--- config.mk ---
export PLATFORM = sky130hd
export DESIGN_NAME = lock_display_scan_flat
export DESIGN_NICKNAME = d
export VERILOG_FILES = /design/src/rtl/lock_display_scan_pkg.sv /design/src/rtl/lock_display_scan_if.sv /design/src/rtl/lock_display_scan_seg7_decode.sv /design/src/rtl/lock_display_scan.sv /design/src/flat_wrapper.sv
export SDC_FILE = /design/constraint.sdc
export NUM_CORES = 1
export LEC_CHECK = 0
export CAP_MARGIN = 20
export CORE_ASPECT_RATIO = 1.75
export CORE_MARGIN = 3
export CORE_UTILIZATION = 47
export CTS_BUF_LIST = sky130_fd_sc_hd__clkbuf_2 sky130_fd_sc_hd__clkbuf_4 sky130_fd_sc_hd__clkbuf_8
export DETAILED_ROUTE_END_ITERATION = 6
export GPL_TIMING_DRIVEN = 0
export PLACE_DENSITY = 0.79
export SETUP_SLACK_MARGIN = 0.4
export SYNTH_ARGS = -nofsm -noshare
export SYNTH_HDL_FRONTEND = slang
export SYNTH_SLANG_ARGS = --single-unit
--- constraint.sdc ---
create_clock -name CLK -period 5.2 [get_ports CLK]
set_clock_uncertainty 0.1 [all_clocks]
set_input_delay 1.04 -clock CLK [delete_from_list [all_inputs] [get_ports CLK]]
set_output_delay 1.04 -clock CLK [all_outputs]
set_load 0.005 [all_outputs]
--- src/rtl/lock_display_scan_pkg.sv ---
// lock_pkg: shared constants and types for the door-lock display scanner.
//   Digit codes   : CODE_DASH, CODE_BLANK
//   Segment words : SEG_OFF, SEG_DASH ({g,f,e,d,c,b,a}, active-low)
//   Types         : didx_t (digit index), blink_ph_e (blink half-period),
//                   frame_t (one latched frame: flags plus four digit codes)
package lock_pkg;

    localparam logic [3:0] CODE_DASH  = 4'hE;
    localparam logic [3:0] CODE_BLANK = 4'hF;

    localparam logic [6:0] SEG_OFF  = 7'h7F;
    localparam logic [6:0] SEG_DASH = 7'h3F;

    typedef logic [1:0] didx_t;

    typedef enum logic {
        PH_SHOW = 1'b0,
        PH_HIDE = 1'b1
    } blink_ph_e;

    typedef struct packed {
        logic        alert;
        logic        unlock;
        logic [15:0] digits;
    } frame_t;

endpackage

--- src/rtl/lock_display_scan_if.sv ---
// lock_display_scan_if: bundle between the lock controller and the display
// scanner.
//   DISPLAY[15:0] : four digit codes, [3:0] = rightmost digit
//   ALERT, UNLOCK : level flags shown as blink / decimal point
//   SEG_N[6:0]    : {g,f,e,d,c,b,a}, active-low
//   DP_N          : decimal point, active-low
//   DIG_N[3:0]    : digit enables, active-low
// master = lock controller side, slave = scanner side.
interface lock_display_scan_if;

    logic [15:0] DISPLAY;
    logic        ALERT;
    logic        UNLOCK;
    logic [6:0]  SEG_N;
    logic        DP_N;
    logic [3:0]  DIG_N;

    modport master (
        output DISPLAY, ALERT, UNLOCK,
        input  SEG_N, DP_N, DIG_N
    );

    modport slave (
        input  DISPLAY, ALERT, UNLOCK,
        output SEG_N, DP_N, DIG_N
    );

endinterface

--- src/rtl/lock_display_scan_seg7_decode.sv ---
// seg7_decode: combinational digit-code to seven-segment decoder.
//   code_i[3:0]  : 0-9 numerals, A-D letters, E dash, F blank
//   seg_n_o[6:0] : {g,f,e,d,c,b,a}, active-low
module seg7_decode
    import lock_pkg::*;
(
    input  logic [3:0] code_i,
    output logic [6:0] seg_n_o
);

    always_comb begin
        seg_n_o = SEG_OFF;
        case (code_i)
            4'h0:       seg_n_o = 7'h40;
            4'h1:       seg_n_o = 7'h79;
            4'h2:       seg_n_o = 7'h24;
            4'h3:       seg_n_o = 7'h30;
            4'h4:       seg_n_o = 7'h19;
            4'h5:       seg_n_o = 7'h12;
            4'h6:       seg_n_o = 7'h02;
            4'h7:       seg_n_o = 7'h78;
            4'h8:       seg_n_o = 7'h00;
            4'h9:       seg_n_o = 7'h10;
            4'hA:       seg_n_o = 7'h08;
            4'hB:       seg_n_o = 7'h03;
            4'hC:       seg_n_o = 7'h46;
            4'hD:       seg_n_o = 7'h21;
            CODE_DASH:  seg_n_o = SEG_DASH;
            CODE_BLANK: seg_n_o = SEG_OFF;
            default:    seg_n_o = SEG_OFF;
        endcase
    end

endmodule

--- src/rtl/lock_display_scan.sv ---
// lock_display_scan: multiplexed 4-digit seven-segment driver.
//   CLK, RESET : system clock, synchronous active-high reset
//   bus        : slave side of lock_display_scan_if (DISPLAY/ALERT/UNLOCK in,
//                SEG_N/DP_N/DIG_N out, all outputs registered)
// Parameters:
//   SCAN_DIV     : clock cycles per digit slot (>= 4)
//   BLINK_FRAMES : frames per blink half-period (>= 1)
module lock_display_scan
    import lock_pkg::*;
#(
    parameter int SCAN_DIV     = 1000,
    parameter int BLINK_FRAMES = 64
) (
    input  logic                CLK,
    input  logic                RESET,
    lock_display_scan_if.slave  bus
);

    localparam int PW = $clog2(SCAN_DIV);
    localparam int FW = (BLINK_FRAMES > 1) ? $clog2(BLINK_FRAMES) : 1;
    localparam logic [PW-1:0] PCNT_LAST = PW'(SCAN_DIV - 1);
    localparam logic [FW-1:0] FCNT_LAST = FW'(BLINK_FRAMES - 1);
    localparam frame_t FRAME_RST = '{alert: 1'b0, unlock: 1'b0, digits: 16'hFFFF};

    logic [PW-1:0] pcnt_q, pcnt_d;
    didx_t         didx_q, didx_d;
    logic [FW-1:0] fcnt_q, fcnt_d;
    blink_ph_e     blink_ph_q, blink_ph_d;
    frame_t        frame_q, frame_d;

    logic [6:0] seg_n_q, seg_n_d;
    logic       dp_n_q, dp_n_d;
    logic [3:0] dig_n_q, dig_n_d;

    logic       slot_wrap;
    logic       frame_wrap;
    logic       blanked;
    logic [3:0] cur_code;
    logic [6:0] cur_seg;

    seg7_decode u_decode (
        .code_i  (cur_code),
        .seg_n_o (cur_seg)
    );

    always_comb begin
        slot_wrap  = (pcnt_q == PCNT_LAST);
        frame_wrap = slot_wrap && (didx_q == 2'd3);

        pcnt_d     = slot_wrap ? '0 : pcnt_q + PW'(1);
        didx_d     = slot_wrap ? didx_q + 2'd1 : didx_q;
        frame_d    = frame_q;
        fcnt_d     = fcnt_q;
        blink_ph_d = blink_ph_q;

        if (frame_wrap) begin
            frame_d = '{alert: bus.ALERT, unlock: bus.UNLOCK, digits: bus.DISPLAY};
            // Counting only starts once a frame has actually been shown under
            // alert, so a fresh alert always opens with a visible half-period.
            if (!bus.ALERT || !frame_q.alert) begin
                fcnt_d     = '0;
                blink_ph_d = PH_SHOW;
            end else if (fcnt_q == FCNT_LAST) begin
                fcnt_d     = '0;
                blink_ph_d = (blink_ph_q == PH_SHOW) ? PH_HIDE : PH_SHOW;
            end else begin
                fcnt_d = fcnt_q + FW'(1);
            end
        end
    end

    always_comb begin
        cur_code = frame_q.digits[{didx_q, 2'b00} +: 4];
        blanked  = frame_q.alert && (blink_ph_q == PH_HIDE);
        seg_n_d  = blanked ? SEG_OFF : cur_seg;
        dp_n_d   = !((didx_q == 2'd0) && frame_q.unlock && !blanked);
        // First cycle of every slot keeps all digits dark so the segment bus
        // can settle to the next digit without ghosting.
        dig_n_d  = (pcnt_q == '0) ? 4'hF : ~(4'b0001 << didx_q);
    end

    always_ff @(posedge CLK) begin
        if (RESET) begin
            pcnt_q     <= '0;
            didx_q     <= '0;
            fcnt_q     <= '0;
            blink_ph_q <= PH_SHOW;
            frame_q    <= FRAME_RST;
            seg_n_q    <= SEG_OFF;
            dp_n_q     <= 1'b1;
            dig_n_q    <= 4'hF;
        end else begin
            pcnt_q     <= pcnt_d;
            didx_q     <= didx_d;
            fcnt_q     <= fcnt_d;
            blink_ph_q <= blink_ph_d;
            frame_q    <= frame_d;
            seg_n_q    <= seg_n_d;
            dp_n_q     <= dp_n_d;
            dig_n_q    <= dig_n_d;
        end
    end

    assign bus.SEG_N = seg_n_q;
    assign bus.DP_N  = dp_n_q;
    assign bus.DIG_N = dig_n_q;

    always @(posedge CLK) begin
        assert (SCAN_DIV >= 4 && BLINK_FRAMES >= 1)
            else $error("lock_display_scan: illegal SCAN_DIV=%0d or BLINK_FRAMES=%0d",
                        SCAN_DIV, BLINK_FRAMES);
    end

endmodule

--- src/flat_wrapper.sv ---
// flat-port wrapper written by rule: the top's interface ports become plain ports
module lock_display_scan_flat import lock_pkg::*;
#(
    parameter int SCAN_DIV     = 1000,
    parameter int BLINK_FRAMES = 64
)
  (CLK, RESET, bus_DISPLAY, bus_ALERT, bus_UNLOCK, bus_SEG_N, bus_DP_N, bus_DIG_N);
  lock_display_scan_if bus_i ();
  input  logic CLK;
  input  logic RESET;
  input wire logic [$bits(bus_i.DISPLAY)-1:0] bus_DISPLAY;
  input wire logic [$bits(bus_i.ALERT)-1:0] bus_ALERT;
  input wire logic [$bits(bus_i.UNLOCK)-1:0] bus_UNLOCK;
  output wire logic [$bits(bus_i.SEG_N)-1:0] bus_SEG_N;
  output wire logic [$bits(bus_i.DP_N)-1:0] bus_DP_N;
  output wire logic [$bits(bus_i.DIG_N)-1:0] bus_DIG_N;
  assign bus_i.DISPLAY = bus_DISPLAY;
  assign bus_i.ALERT = bus_ALERT;
  assign bus_i.UNLOCK = bus_UNLOCK;
  assign bus_SEG_N = bus_i.SEG_N;
  assign bus_DP_N = bus_i.DP_N;
  assign bus_DIG_N = bus_i.DIG_N;
  lock_display_scan #(.SCAN_DIV(SCAN_DIV), .BLINK_FRAMES(BLINK_FRAMES)) u_core (.CLK(CLK), .RESET(RESET), .bus(bus_i));
endmodule
==> reports/results.txt, run 1 <==
synthesized cell area: 0.00220 mm2
detailed-route DRC error count: 0
final clock period utilization by the worst path: 0.470
area taken by multi-input logic gates: 0.00114 mm2
number of nets in the finished design: 320
FF+latch count, synth: 49
vertical die dimension: 96.5 um
count of inserted antenna diode cells: 0
drt wl/cell: 13.1 um
fraction of post-synthesis cell area in the top cell type by area: 0.446
fraction of final layout cells with drive strength greater than 1: 0.0523
leakage power: 1.07 nW
count of endpoints failing setup in the final report: 0
Antenna Violating Nets Remaining: 0
pin count of the biggest net entering global routing: 14
number of different library cells in the post-synthesis netlist: 36
critical path arrival: 2.49 ns
number of iterations in the first detailed-routing pass: 4
critical-path cell list: clkdlybuf4s50_1 -> a21oi_1 -> nand2_1 -> a21oi_1 -> a22oi_1
Worst path max stage delay: 0.59 ns
placement-stage cell area: 0.00257 mm2
buffer levels on the longest clock path: 2
clock-pin slew reported for the worst setup and hold paths after clock tree synthesis: 0.08 ns
Worst Path Max Fanout: 9
primary flip-flop cell chosen by synthesis mapping: sky130_fd_sc_hd__dfxtp_1
worst hold path class: reg -> reg
Top-Level Pins: 32
Yosys top cell by area: sky130_fd_sc_hd__dfxtp_1
DRC violation total after the first TritonRoute iteration: 56
count of buffers from port buffering: 31
sequential share of power: 0.590
vias in the first global route: 1,766
htree depth: 2
final number of max-transition violations: 0
# resized after CTS: 0
cell repeated most along the worst path: sky130_fd_sc_hd__a21oi_1
Post-CTS Setup Bufs: 0
Internal: 0.000509 W
logic gate share of total power: 0.051
highest ir drop seen on vdd: 0.000158 V
status: finished, final reports clean
routed wire length: 4420 um
global routing usage summed across all routing layers: 0.173
Cells after Synth: 249
Fmax: 409 MHz
number of buffers inserted during clock tree synthesis: 5
filler cell count: 388
Core Area: 0.00444 mm2
dpl ws: 2.47 ns
leading cell types by total area after synthesis: sky130_fd_sc_hd__dfxtp_1, sky130_fd_sc_hd__nand2_1, sky130_fd_sc_hd__ha_1
Sum Neg Setup Slack: 0 ns
placer congestion estimate: 0.852
final cell area excluding filler cells: 0.00267 mm2
initial cell density of the core: 0.495
die width: 57.7 um
Worst setup EP type: flop
Pwr Total: 0.000644 W
RSZ-0062 raised after global routing: no
Least-Margin Pin Slew: 0.724 ns
proportion of total power due to net switching: 0.210
required time worst endpoint: 5.25 ns
final core utilization: 0.600
proportion of synthesized chip area in sequential cells: 0.446
Power Density: 242 mW/mm2
Synthesis Warnings: 0
Slowest cell on crit path: sky130_fd_sc_hd__a21oi_1
via density per instance: 5.39
final hold violations: 0
category of the critical setup timing path: in -> reg
delay-heaviest family, CP: compound AO/OA/AOI/OAI gates
remaining max-slew budget at the tightest pin: 0.517
mean instance size in the synthesized netlist: 8.84 um2
Post-synth EDFFs: 0
fraction of registers with async set or reset after synthesis: 0
root buffer cell: sky130_fd_sc_hd__clkbuf_8
antenna violations before repair: 0
shortest clock period the worst path allows after layout: 2.45 ns
relative area change from synthesis to final layout: 21.1%
remaining global-route overflow: 0
Num Clock Sinks: 49
clock power share: 0.359
global-route wire length before repair: 7540 um
total vias in the final route: 1,823
Clk Latency, worst-skew pair: 0.30 ns
Row Count: 32
total of max-cap violations: 0
number of buffers and inverters on the critical path: 1
number of buffers inserted by hold repair at cts: 0
power spent charging and discharging nets: 0.000136 W
detailed placer's ending HPWL: 3370 um
Sequential Area: 981 um2
Synth Net Count: 282
Total Die Area: 0.00557 mm2
worst path setup slack after routing: 2.75 ns
launching element type of the critical path: input port
CTS tree: built
-- power groups by stage --
stage	sequential, W	clock [W]	combinational, W
6_report	0.000380	0.000231	0.0000330
5_1_grt	0.000381	0.000250	0.0000365
4_1_cts	0.000380	0.000236	0.0000333
3_5_place_dp	0.000389	0	0.0000330
3_3_place_gp	0.000389	0	0.0000330
2_1_floorplan	0.000389	0	0.0000132
-- worst reg2reg max path: stages, from the launching register on --
cell,delay (ns)
sky130_fd_sc_hd__dfxtp_1,0.56
sky130_fd_sc_hd__ha_1,0.28
sky130_fd_sc_hd__inv_1,0.07
sky130_fd_sc_hd__or4_1,0.48
sky130_fd_sc_hd__buf_2,0.17
sky130_fd_sc_hd__or4b_1,0.51
sky130_fd_sc_hd__a21oi_1,0.14
-- placed cells by master (no fill, tap or decap), types with 2 or more instances in the layout --
master,instances
sky130_fd_sc_hd__mux2i_1,2
sky130_fd_sc_hd__clkdlybuf4s50_1,31
sky130_fd_sc_hd__or4_1,4
sky130_fd_sc_hd__xor2_1,3
sky130_fd_sc_hd__nand3b_1,16
sky130_fd_sc_hd__inv_1,10
sky130_fd_sc_hd__clkbuf_8,6
sky130_fd_sc_hd__ha_1,13
sky130_fd_sc_hd__a31oi_1,2
sky130_fd_sc_hd__o21ai_0,4
sky130_fd_sc_hd__dfxtp_1,49
sky130_fd_sc_hd__nand3_1,6
sky130_fd_sc_hd__clkbuf_1,10
sky130_fd_sc_hd__o211ai_1,6
sky130_fd_sc_hd__a21oi_1,9
sky130_fd_sc_hd__xnor2_1,8
sky130_fd_sc_hd__nand2b_1,3
sky130_fd_sc_hd__nand4_1,2
sky130_fd_sc_hd__mux4_2,4
sky130_fd_sc_hd__or3_1,2
sky130_fd_sc_hd__nor2_1,19
sky130_fd_sc_hd__a22oi_1,2
sky130_fd_sc_hd__o22ai_1,2
sky130_fd_sc_hd__nand2_1,56
sky130_fd_sc_hd__nor3_1,4
-- metrics by stage --
step,hold slack (ns),std cells
floorplan,0.268,249
global placement,0.277,331
detailed placement,0.283,331
CTS,0.302,338
global route,0.339,338
finish,0.306,338
-- cells in the mapped netlist (6+ instances only) --
cell	count
sky130_fd_sc_hd__nand3_1	6
sky130_fd_sc_hd__xnor2_1	8
sky130_fd_sc_hd__a21oi_1	9
sky130_fd_sc_hd__dfxtp_1	49
sky130_fd_sc_hd__clkbuf_1	10
sky130_fd_sc_hd__nand2_1	56
sky130_fd_sc_hd__o211ai_1	6
sky130_fd_sc_hd__nor2_1	19
sky130_fd_sc_hd__inv_1	10
sky130_fd_sc_hd__nand3b_1	16
sky130_fd_sc_hd__ha_1	13
-- worst paths after layout --
kind / from / to / slack (ns) / cells past startpoint
worst max-delay path: RESET / u_core.bus.SEG_N[3]$_SDFF_PP1_ / 2.75 / 5
worst min-delay path: u_core.frame_q[16]$_SDFFE_PP0P_ / u_core.bus.DP_N$_SDFF_PP1_ / 0.31 / 1
worst max register to register: u_core.didx_q[0]$_SDFFE_PP0P_ / u_core.fcnt_q[4]$_SDFFE_PP0P_ / 2.83 / 6
worst min register to register: u_core.frame_q[16]$_SDFFE_PP0P_ / u_core.bus.DP_N$_SDFF_PP1_ / 0.31 / 1
-- cell families after synthesis --
family | after synthesis | share of synthesized area
AOI/OAI and AO/OA | 28 | 0.0790
xor gates and xnor gates | 11 | 0.0438
adders and majority gates | 13 | 0.0739
buffers and inverters | 22 | 0.0381
DFF | 49 | 0.446
muxes | 6 | 0.0500
and+or+nand+nor | 120 | 0.269
-- state kept, by name, indices dropped and copies added (netlist names) --
register	cells
u_core.didx_q	2
u_core.blink_ph_q	1
u_core.fcnt_q	6
u_core.frame_q	18
u_core.bus.SEG_N	7
u_core.bus.DIG_N	4
u_core.pcnt_q	10
u_core.bus.DP_N	1
-- layout make-up --
cell class,count,area share
Multi-Input combinational cell,178,0.426
Timing Repair Buffer,31,0.116
Tap cell,51,0.0239
Clock buffer,7,0.0338
Inverter,11,0.0155
Sequential cell,49,0.368
Buffer,11,0.0160
-- per-layer routing --
metal  routed length, um  global-route usage  up-vias  part of all wire
li1                    -                   -      922                 -
met1                1750               0.182      845              0.40
met2                2410               0.325       47              0.55
met3                 179              0.0332        9             0.041
met4                  78              0.0793        0             0.018
met5                   0                   0        -                 0
Power figures use the tool's default switching activity.
==> inputs of run 2 (changes only) <==
--- a/config.mk
+++ b/config.mk
@@ -12,7 +12,7 @@
 export CTS_BUF_LIST = sky130_fd_sc_hd__clkbuf_2 sky130_fd_sc_hd__clkbuf_4 sky130_fd_sc_hd__clkbuf_8
 export DETAILED_ROUTE_END_ITERATION = 6
 export GPL_TIMING_DRIVEN = 0
-export PLACE_DENSITY = 0.79
+export PLACE_DENSITY = 0.81
 export SETUP_SLACK_MARGIN = 0.4
 export SYNTH_ARGS = -nofsm -noshare
 export SYNTH_HDL_FRONTEND = slang
==> constraint.sdc (replaced) <==
create_clock -name CLK -period 2.16 [get_ports CLK]
set_clock_uncertainty 0.1 [all_clocks]
set_input_delay 0.432 -clock CLK [delete_from_list [all_inputs] [get_ports CLK]]
set_output_delay 0.432 -clock CLK [all_outputs]
set_load 0.005 [all_outputs]
==> reports/results.txt, run 2 (synthesized netlist as in run 1, its figures left out) <==
leakage power: 1.24 nW (+16%)
pin count of the biggest net entering global routing: 14 (unchanged)
global routing usage summed across all routing layers: 0.187 (+0.0140)
Worst Path Max Fanout: 5 (-4)
Clk Latency, worst-skew pair: 0.29 ns (about the same)
Core Area: 0.00444 mm2 (unchanged)
clock-pin slew reported for the worst setup and hold paths after clock tree synthesis: 0.08 ns (about the same)
area taken by multi-input logic gates: 0.00131 mm2 (+15%)
number of nets in the finished design: 342 (+6.9%)
cell repeated most along the worst path: sky130_fd_sc_hd__buf_6
Fmax: 504 MHz
count of buffers from port buffering: 31 (unchanged)
final number of max-transition violations: 0 (unchanged)
count of inserted antenna diode cells: 0 (unchanged)
remaining global-route overflow: 0 (unchanged)
proportion of total power due to net switching: 0.209 (-0.00129)
shortest clock period the worst path allows after layout: 1.99 ns
final hold violations: 0 (unchanged)
antenna violations before repair: 0 (unchanged)
required time worst endpoint: 2.23 ns (-3.02 ns)
Internal: 0.00123 W (+140%)
Antenna Violating Nets Remaining: 0 (unchanged)
Worst path max stage delay: 0.60 ns (about the same)
RSZ-0062 raised after global routing: yes
total of max-cap violations: 0 (unchanged)
logic gate share of total power: 0.062 (+0.011)
filler cell count: 335 (-14%)
Num Clock Sinks: 49 (unchanged)
status: finished, final reports clean
leading cell types in the layout, fill and taps excluded: sky130_fd_sc_hd__nand2_1, sky130_fd_sc_hd__dfxtp_1, sky130_fd_sc_hd__clkdlybuf4s50_1
Row Count: 32 (unchanged)
detailed placer's ending HPWL: 3490 um (+3.8%)
Sum Neg Setup Slack: 0 ns (unchanged)
root buffer cell: sky130_fd_sc_hd__clkbuf_8
htree depth: 2 (unchanged)
final clock period utilization by the worst path: 0.919
number of buffers inserted by hold repair at cts: 0 (unchanged)
largest reg by FF count: u_core.frame_q
Power Density: 503 mW/mm2 (+110%)
critical path arrival: 2.05 ns (-0.44 ns)
detailed-route DRC error count: 0 (unchanged)
buffer levels on the longest clock path: 2 (unchanged)
Slowest cell on crit path: sky130_fd_sc_hd__mux4_2
drt wl/cell: 15.1 um (+16%)
global-route wire length before repair: 8000 um (+6.1%)
relative area change from synthesis to final layout: 40.8%
power spent charging and discharging nets: 0.000326 W (+140%)
clock power share: 0.352 (-0.007)
number of buffers inserted during clock tree synthesis: 5 (unchanged)
Top-Level Pins: 32 (unchanged)
placer congestion estimate: 0.826 (-3.1%)
worst hold path class: reg -> reg
number of flip-flops under the largest register name: 18 (unchanged)
vertical die dimension: 96.5 um (unchanged)
Worst setup EP type: flop
routed wire length: 5450 um (+23%)
highest ir drop seen on vdd: 0.000534 V (+240%)
number of iterations in the first detailed-routing pass: 4 (unchanged)
die width: 57.7 um (unchanged)
count of endpoints failing setup in the final report: 0 (unchanged)
Total Die Area: 0.00557 mm2 (unchanged)
CTS tree: built
category of the critical setup timing path: reg -> reg
most frequent standard cell in the layout excluding fill and tap cells: sky130_fd_sc_hd__nand2_1
sequential share of power: 0.587 (-0.003)
Least-Margin Pin Slew: 0.477 ns (-0.247 ns)
total vias in the final route: 1,966 (+7.8%)
critical-path cell list: buf_6 -> mux4_2 -> buf_4 -> buf_6 -> and2_4 -> o22ai_2 -> a22oi_1
DRC violation total after the first TritonRoute iteration: 88 (+57%)
Pwr Total: 0.00156 W (+140%)
vias in the first global route: 1,844 (+4.4%)
via density per instance: 5.45 (+0.97%)
fraction of final layout cells with drive strength greater than 1: 0.284 (+0.232)
launching element type of the critical path: flop
initial cell density of the core: 0.495 (unchanged)
Sequential Area: 0.00100 mm2 (+2.3%)
remaining max-slew budget at the tightest pin: 0.682 (+0.165)
## run 2: cell count changes in the layout (fill, tap and decap cells not counted), sizes merged
cell,before,now
clkbuf,17,16
buf,1,25
## run 2: final cells by class
| cell class | instances | share of cell area |
|---|---|---|
| repair buffers | 53 | 0.161 |
| flip-flops and latches | 49 | 0.324 |
| plain buffers | 11 | 0.0271 |
| inverters | 11 | 0.0149 |
| multi-input cells | 178 | 0.423 |
| clock buffers | 8 | 0.0295 |
| well taps | 51 | 0.0206 |
## run 2: path summary, 6_finish.rpt
check | from | endpoint | slack (ns) | cells after the start
setup / recovery | u_core.didx_q[0]$_SDFFE_PP0P_ | u_core.bus.SEG_N[3]$_SDFF_PP1_ | 0.17 | 7
setup reg to reg | u_core.didx_q[0]$_SDFFE_PP0P_ | u_core.bus.SEG_N[3]$_SDFF_PP1_ | 0.17 | 7
hold reg to reg | u_core.frame_q[16]$_SDFFE_PP0P_ | u_core.bus.DP_N$_SDFF_PP1_ | 0.32 | 1
hold / removal | u_core.frame_q[16]$_SDFFE_PP0P_ | u_core.bus.DP_N$_SDFF_PP1_ | 0.32 | 1
## run 2: layer usage
metal | global-route usage | share of wire
met5 | 0 | 0
met3 | 0.0319 | 0.038
met4 | 0.0851 | 0.023
met2 | 0.360 | 0.58
met1 | 0.191 | 0.36
## run 2: worst max-delay path: cells and delay by family (launching register included)
family,cells,cell delay [ns]
multiplexers,1,0.60
buffers and inverters,3,0.42
flip-flops,1,0.38
AO/OA/AOI/OAI,2,0.22
AND/OR/NAND/NOR,1,0.14
## run 2: through the flow
stage / hold WS, ns / util / setup WS, ns / area [um2] / std cells
finish: 0.320 / 0.697 / 0.175 / 3100 / 361
global route: 0.334 / 0.697 / 0.132 / 3100 / 361
CTS: 0.310 / 0.643 / 0.159 / 2860 / 350
detailed placement: 0.290 / 0.591 / 0.00875 / 2630 / 331
global placement: 0.283 / 0.591 / 0.0469 / 2630 / 331
floorplan: 0.268 / - / 0.174 / 2250 / 249
## run 2: power groups by stage
stage	Combinational [W]	Sequential, W	Clock [W]
detailed placement	0.0000821	0.000937	0
global route	0.000107	0.000915	0.000584
floorplan	0.0000326	0.000936	0
finish	0.0000962	0.000914	0.000548
CTS	0.0000921	0.000913	0.000558
global placement	0.0000814	0.000936	0
## run 2: repair_timing
action,4_1_cts,5_1_grt
pin swaps,6,13
endpoints found under the setup margin,36,40
buffers inserted,11,11
gates resized for setup,25,43
==> inputs of run 3 (changes only) <==
--- a/config.mk
+++ b/config.mk
@@ -13,6 +13,7 @@
 export DETAILED_ROUTE_END_ITERATION = 6
 export GPL_TIMING_DRIVEN = 0
 export PLACE_DENSITY = 0.81
+export RECOVER_POWER = 25
 export SETUP_SLACK_MARGIN = 0.4
 export SYNTH_ARGS = -nofsm -noshare
 export SYNTH_HDL_FRONTEND = slang
==> reports/results.txt, run 3 (synthesized netlist as in run 1, its figures left out) <==
status: finished, final reports clean
vias in the first global route: 1,844 (unchanged)
htree depth: 2 (unchanged)
Internal: 0.00123 W (about the same)
drt wl/cell: 15.1 um (+0.17%)
die width: 57.7 um (unchanged)
required time worst endpoint: 2.21 ns (-0.02 ns)
power spent charging and discharging nets: 0.000325 W (-0.16%)
Worst setup EP type: flop
Row Count: 32 (unchanged)
largest reg by FF count: u_core.frame_q
shortest clock period the worst path allows after layout: 2.00 ns (+0.0180 ns)
Core Area: 0.00444 mm2 (unchanged)
Total Die Area: 0.00557 mm2 (unchanged)
Power Density: 503 mW/mm2 (+0.13%)
Least-Margin Pin Slew: 0.807 ns (+0.330 ns)
logic gate share of total power: 0.061 (about the same)
number of flip-flops under the largest register name: 18 (unchanged)
placer congestion estimate: 0.826 (unchanged)
fraction of final layout cells with drive strength greater than 1: 0.274 (-0.00968)
number of buffers inserted during clock tree synthesis: 5 (unchanged)
relative area change from synthesis to final layout: 40.5%
worst hold path class: reg -> reg
leading cell types in the layout, fill and taps excluded: sky130_fd_sc_hd__nand2_1, sky130_fd_sc_hd__dfxtp_1, sky130_fd_sc_hd__clkdlybuf4s50_1
Clk Latency, worst-skew pair: 0.29 ns (about the same)
highest ir drop seen on vdd: 0.000532 V (-0.39%)
global routing usage summed across all routing layers: 0.187 (unchanged)
number of nets in the finished design: 342 (unchanged)
leakage power: 1.21 nW (-2.0%)
buffer levels on the longest clock path: 2 (unchanged)
CTS tree: built
global-route wire length before repair: 8000 um (unchanged)
area taken by multi-input logic gates: 0.00131 mm2 (-0.29%)
number of standard cells in the final layout excluding fillers: 361 (unchanged)
count of endpoints failing setup in the final report: 0 (unchanged)
remaining max-slew budget at the tightest pin: 0.462 (-0.220)
worst path setup slack after routing: 0.157 ns (-0.0180 ns)
Num Clock Sinks: 49 (unchanged)
vertical die dimension: 96.5 um (unchanged)
detailed-route DRC error count: 0 (unchanged)
count of inserted antenna diode cells: 0 (unchanged)
total vias in the final route: 1,971 (+0.25%)
number of buffers inserted by hold repair at cts: 0 (unchanged)
root buffer cell: sky130_fd_sc_hd__clkbuf_8
Pwr Total: 0.00156 W (about the same)
critical path arrival: 2.05 ns (about the same)
clock power share: 0.352 (about the same)
routed wire length: 5460 um (+0.17%)
category of the critical setup timing path: reg -> reg
most frequent standard cell in the layout excluding fill and tap cells: sky130_fd_sc_hd__nand2_1
Top-Level Pins: 32 (unchanged)
initial cell density of the core: 0.495 (unchanged)
via density per instance: 5.46 (+0.25%)
antenna violations before repair: 0 (unchanged)
remaining global-route overflow: 0 (unchanged)
launching element type of the critical path: flop
filler cell count: 339 (+1.2%)
final core utilization: 0.696 (-0.00141)
count of buffers from port buffering: 31 (unchanged)
final clock period utilization by the worst path: 0.927 (+0.00834)
sequential share of power: 0.587 (about the same)
detailed placer's ending HPWL: 3490 um (unchanged)
RSZ-0062 raised after global routing: yes
DRC violation total after the first TritonRoute iteration: 93 (+5.7%)
Sum Neg Setup Slack: 0 ns (unchanged)
proportion of total power due to net switching: 0.209 (about the same)
clock-pin slew reported for the worst setup and hold paths after clock tree synthesis: 0.08 ns (about the same)
Worst Path Max Fanout: 5 (unchanged)
Antenna Violating Nets Remaining: 0 (unchanged)
dpl ws: 0.00875 ns (unchanged)
total of max-cap violations: 0 (unchanged)
Fmax: 499 MHz (-0.90%)
final number of max-transition violations: 0 (unchanged)
pin count of the biggest net entering global routing: 14 (unchanged)
Sequential Area: 0.00100 mm2 (unchanged)
final hold violations: 0 (unchanged)
placed cells: 331 (unchanged)
number of iterations in the first detailed-routing pass: 4 (unchanged)
[run 3: cell types whose count changed in the layout (fill, tap and decap cells not counted), sizes merged]
| cell | delta |
|---|---|
| clkdlybuf4s50 | -6 |
| dlygate4sd3 | +6 |
[run 3: metal layers]
layer | routed length (um) | track usage | up-vias
li1 | - | - | 958
met1 | 2000 | 0.191 | 947
met2 | 3150 | 0.360 | 55
met3 | 196 | 0.0319 | 11
met4 | 114 | 0.0851 | 0
met5 | 0 | 0 | -
[run 3: final timing paths]
kind	from	cells past startpoint	end	slack (ns)
setup / recovery	u_core.didx_q[0]$_SDFFE_PP0P_	7	u_core.bus.SEG_N[3]$_SDFF_PP1_	0.16
hold / removal	u_core.frame_q[16]$_SDFFE_PP0P_	1	u_core.bus.DP_N$_SDFF_PP1_	0.32
setup reg to reg	u_core.didx_q[0]$_SDFFE_PP0P_	7	u_core.bus.SEG_N[3]$_SDFF_PP1_	0.16
hold reg to reg	u_core.frame_q[16]$_SDFFE_PP0P_	1	u_core.bus.DP_N$_SDFF_PP1_	0.32
[run 3: area by class of cell]
class	count	share of cell area
Buffer	11	0.0263
Timing Repair Buffer	53	0.161
Multi-Input combinational cell	178	0.423
Clock buffer	8	0.0295
Sequential cell	49	0.325
Tap cell	51	0.0206
Inverter	11	0.0150
[run 3: timing repair]
item                                    4_1_cts  5_1_grt
pin swaps                                     6       13
setup buffers                                11       11
endpoints found under the setup margin       36       40
cloned                                        0        0
resized for setup                            25       43
[run 3: worst max-delay path: stages, from the launching register on]
cell                      delay, ns
sky130_fd_sc_hd__dfxtp_4       0.38
sky130_fd_sc_hd__buf_6         0.13
sky130_fd_sc_hd__mux4_2        0.60
sky130_fd_sc_hd__buf_4         0.18
sky130_fd_sc_hd__buf_6         0.11
sky130_fd_sc_hd__and2_4        0.14
sky130_fd_sc_hd__o22ai_2       0.12
sky130_fd_sc_hd__a22oi_1       0.10
[run 3: power by group through the flow]
stage	clock network [W]	logic (W)	registers, W
floorplan	0	0.0000326	0.000936
global placement	0	0.0000814	0.000936
detailed placement	0	0.0000821	0.000937
CTS	0.000558	0.0000921	0.000913
global route	0.000584	0.000106	0.000915
finish	0.000547	0.0000955	0.000914
[run 3: stage by stage]
step,hold WS [ns],cell area (um2)
floorplan,0.268,2250
global placement,0.283,2630
detailed placement,0.290,2630
CTS,0.310,2860
global route,0.334,3090
finish,0.320,3090
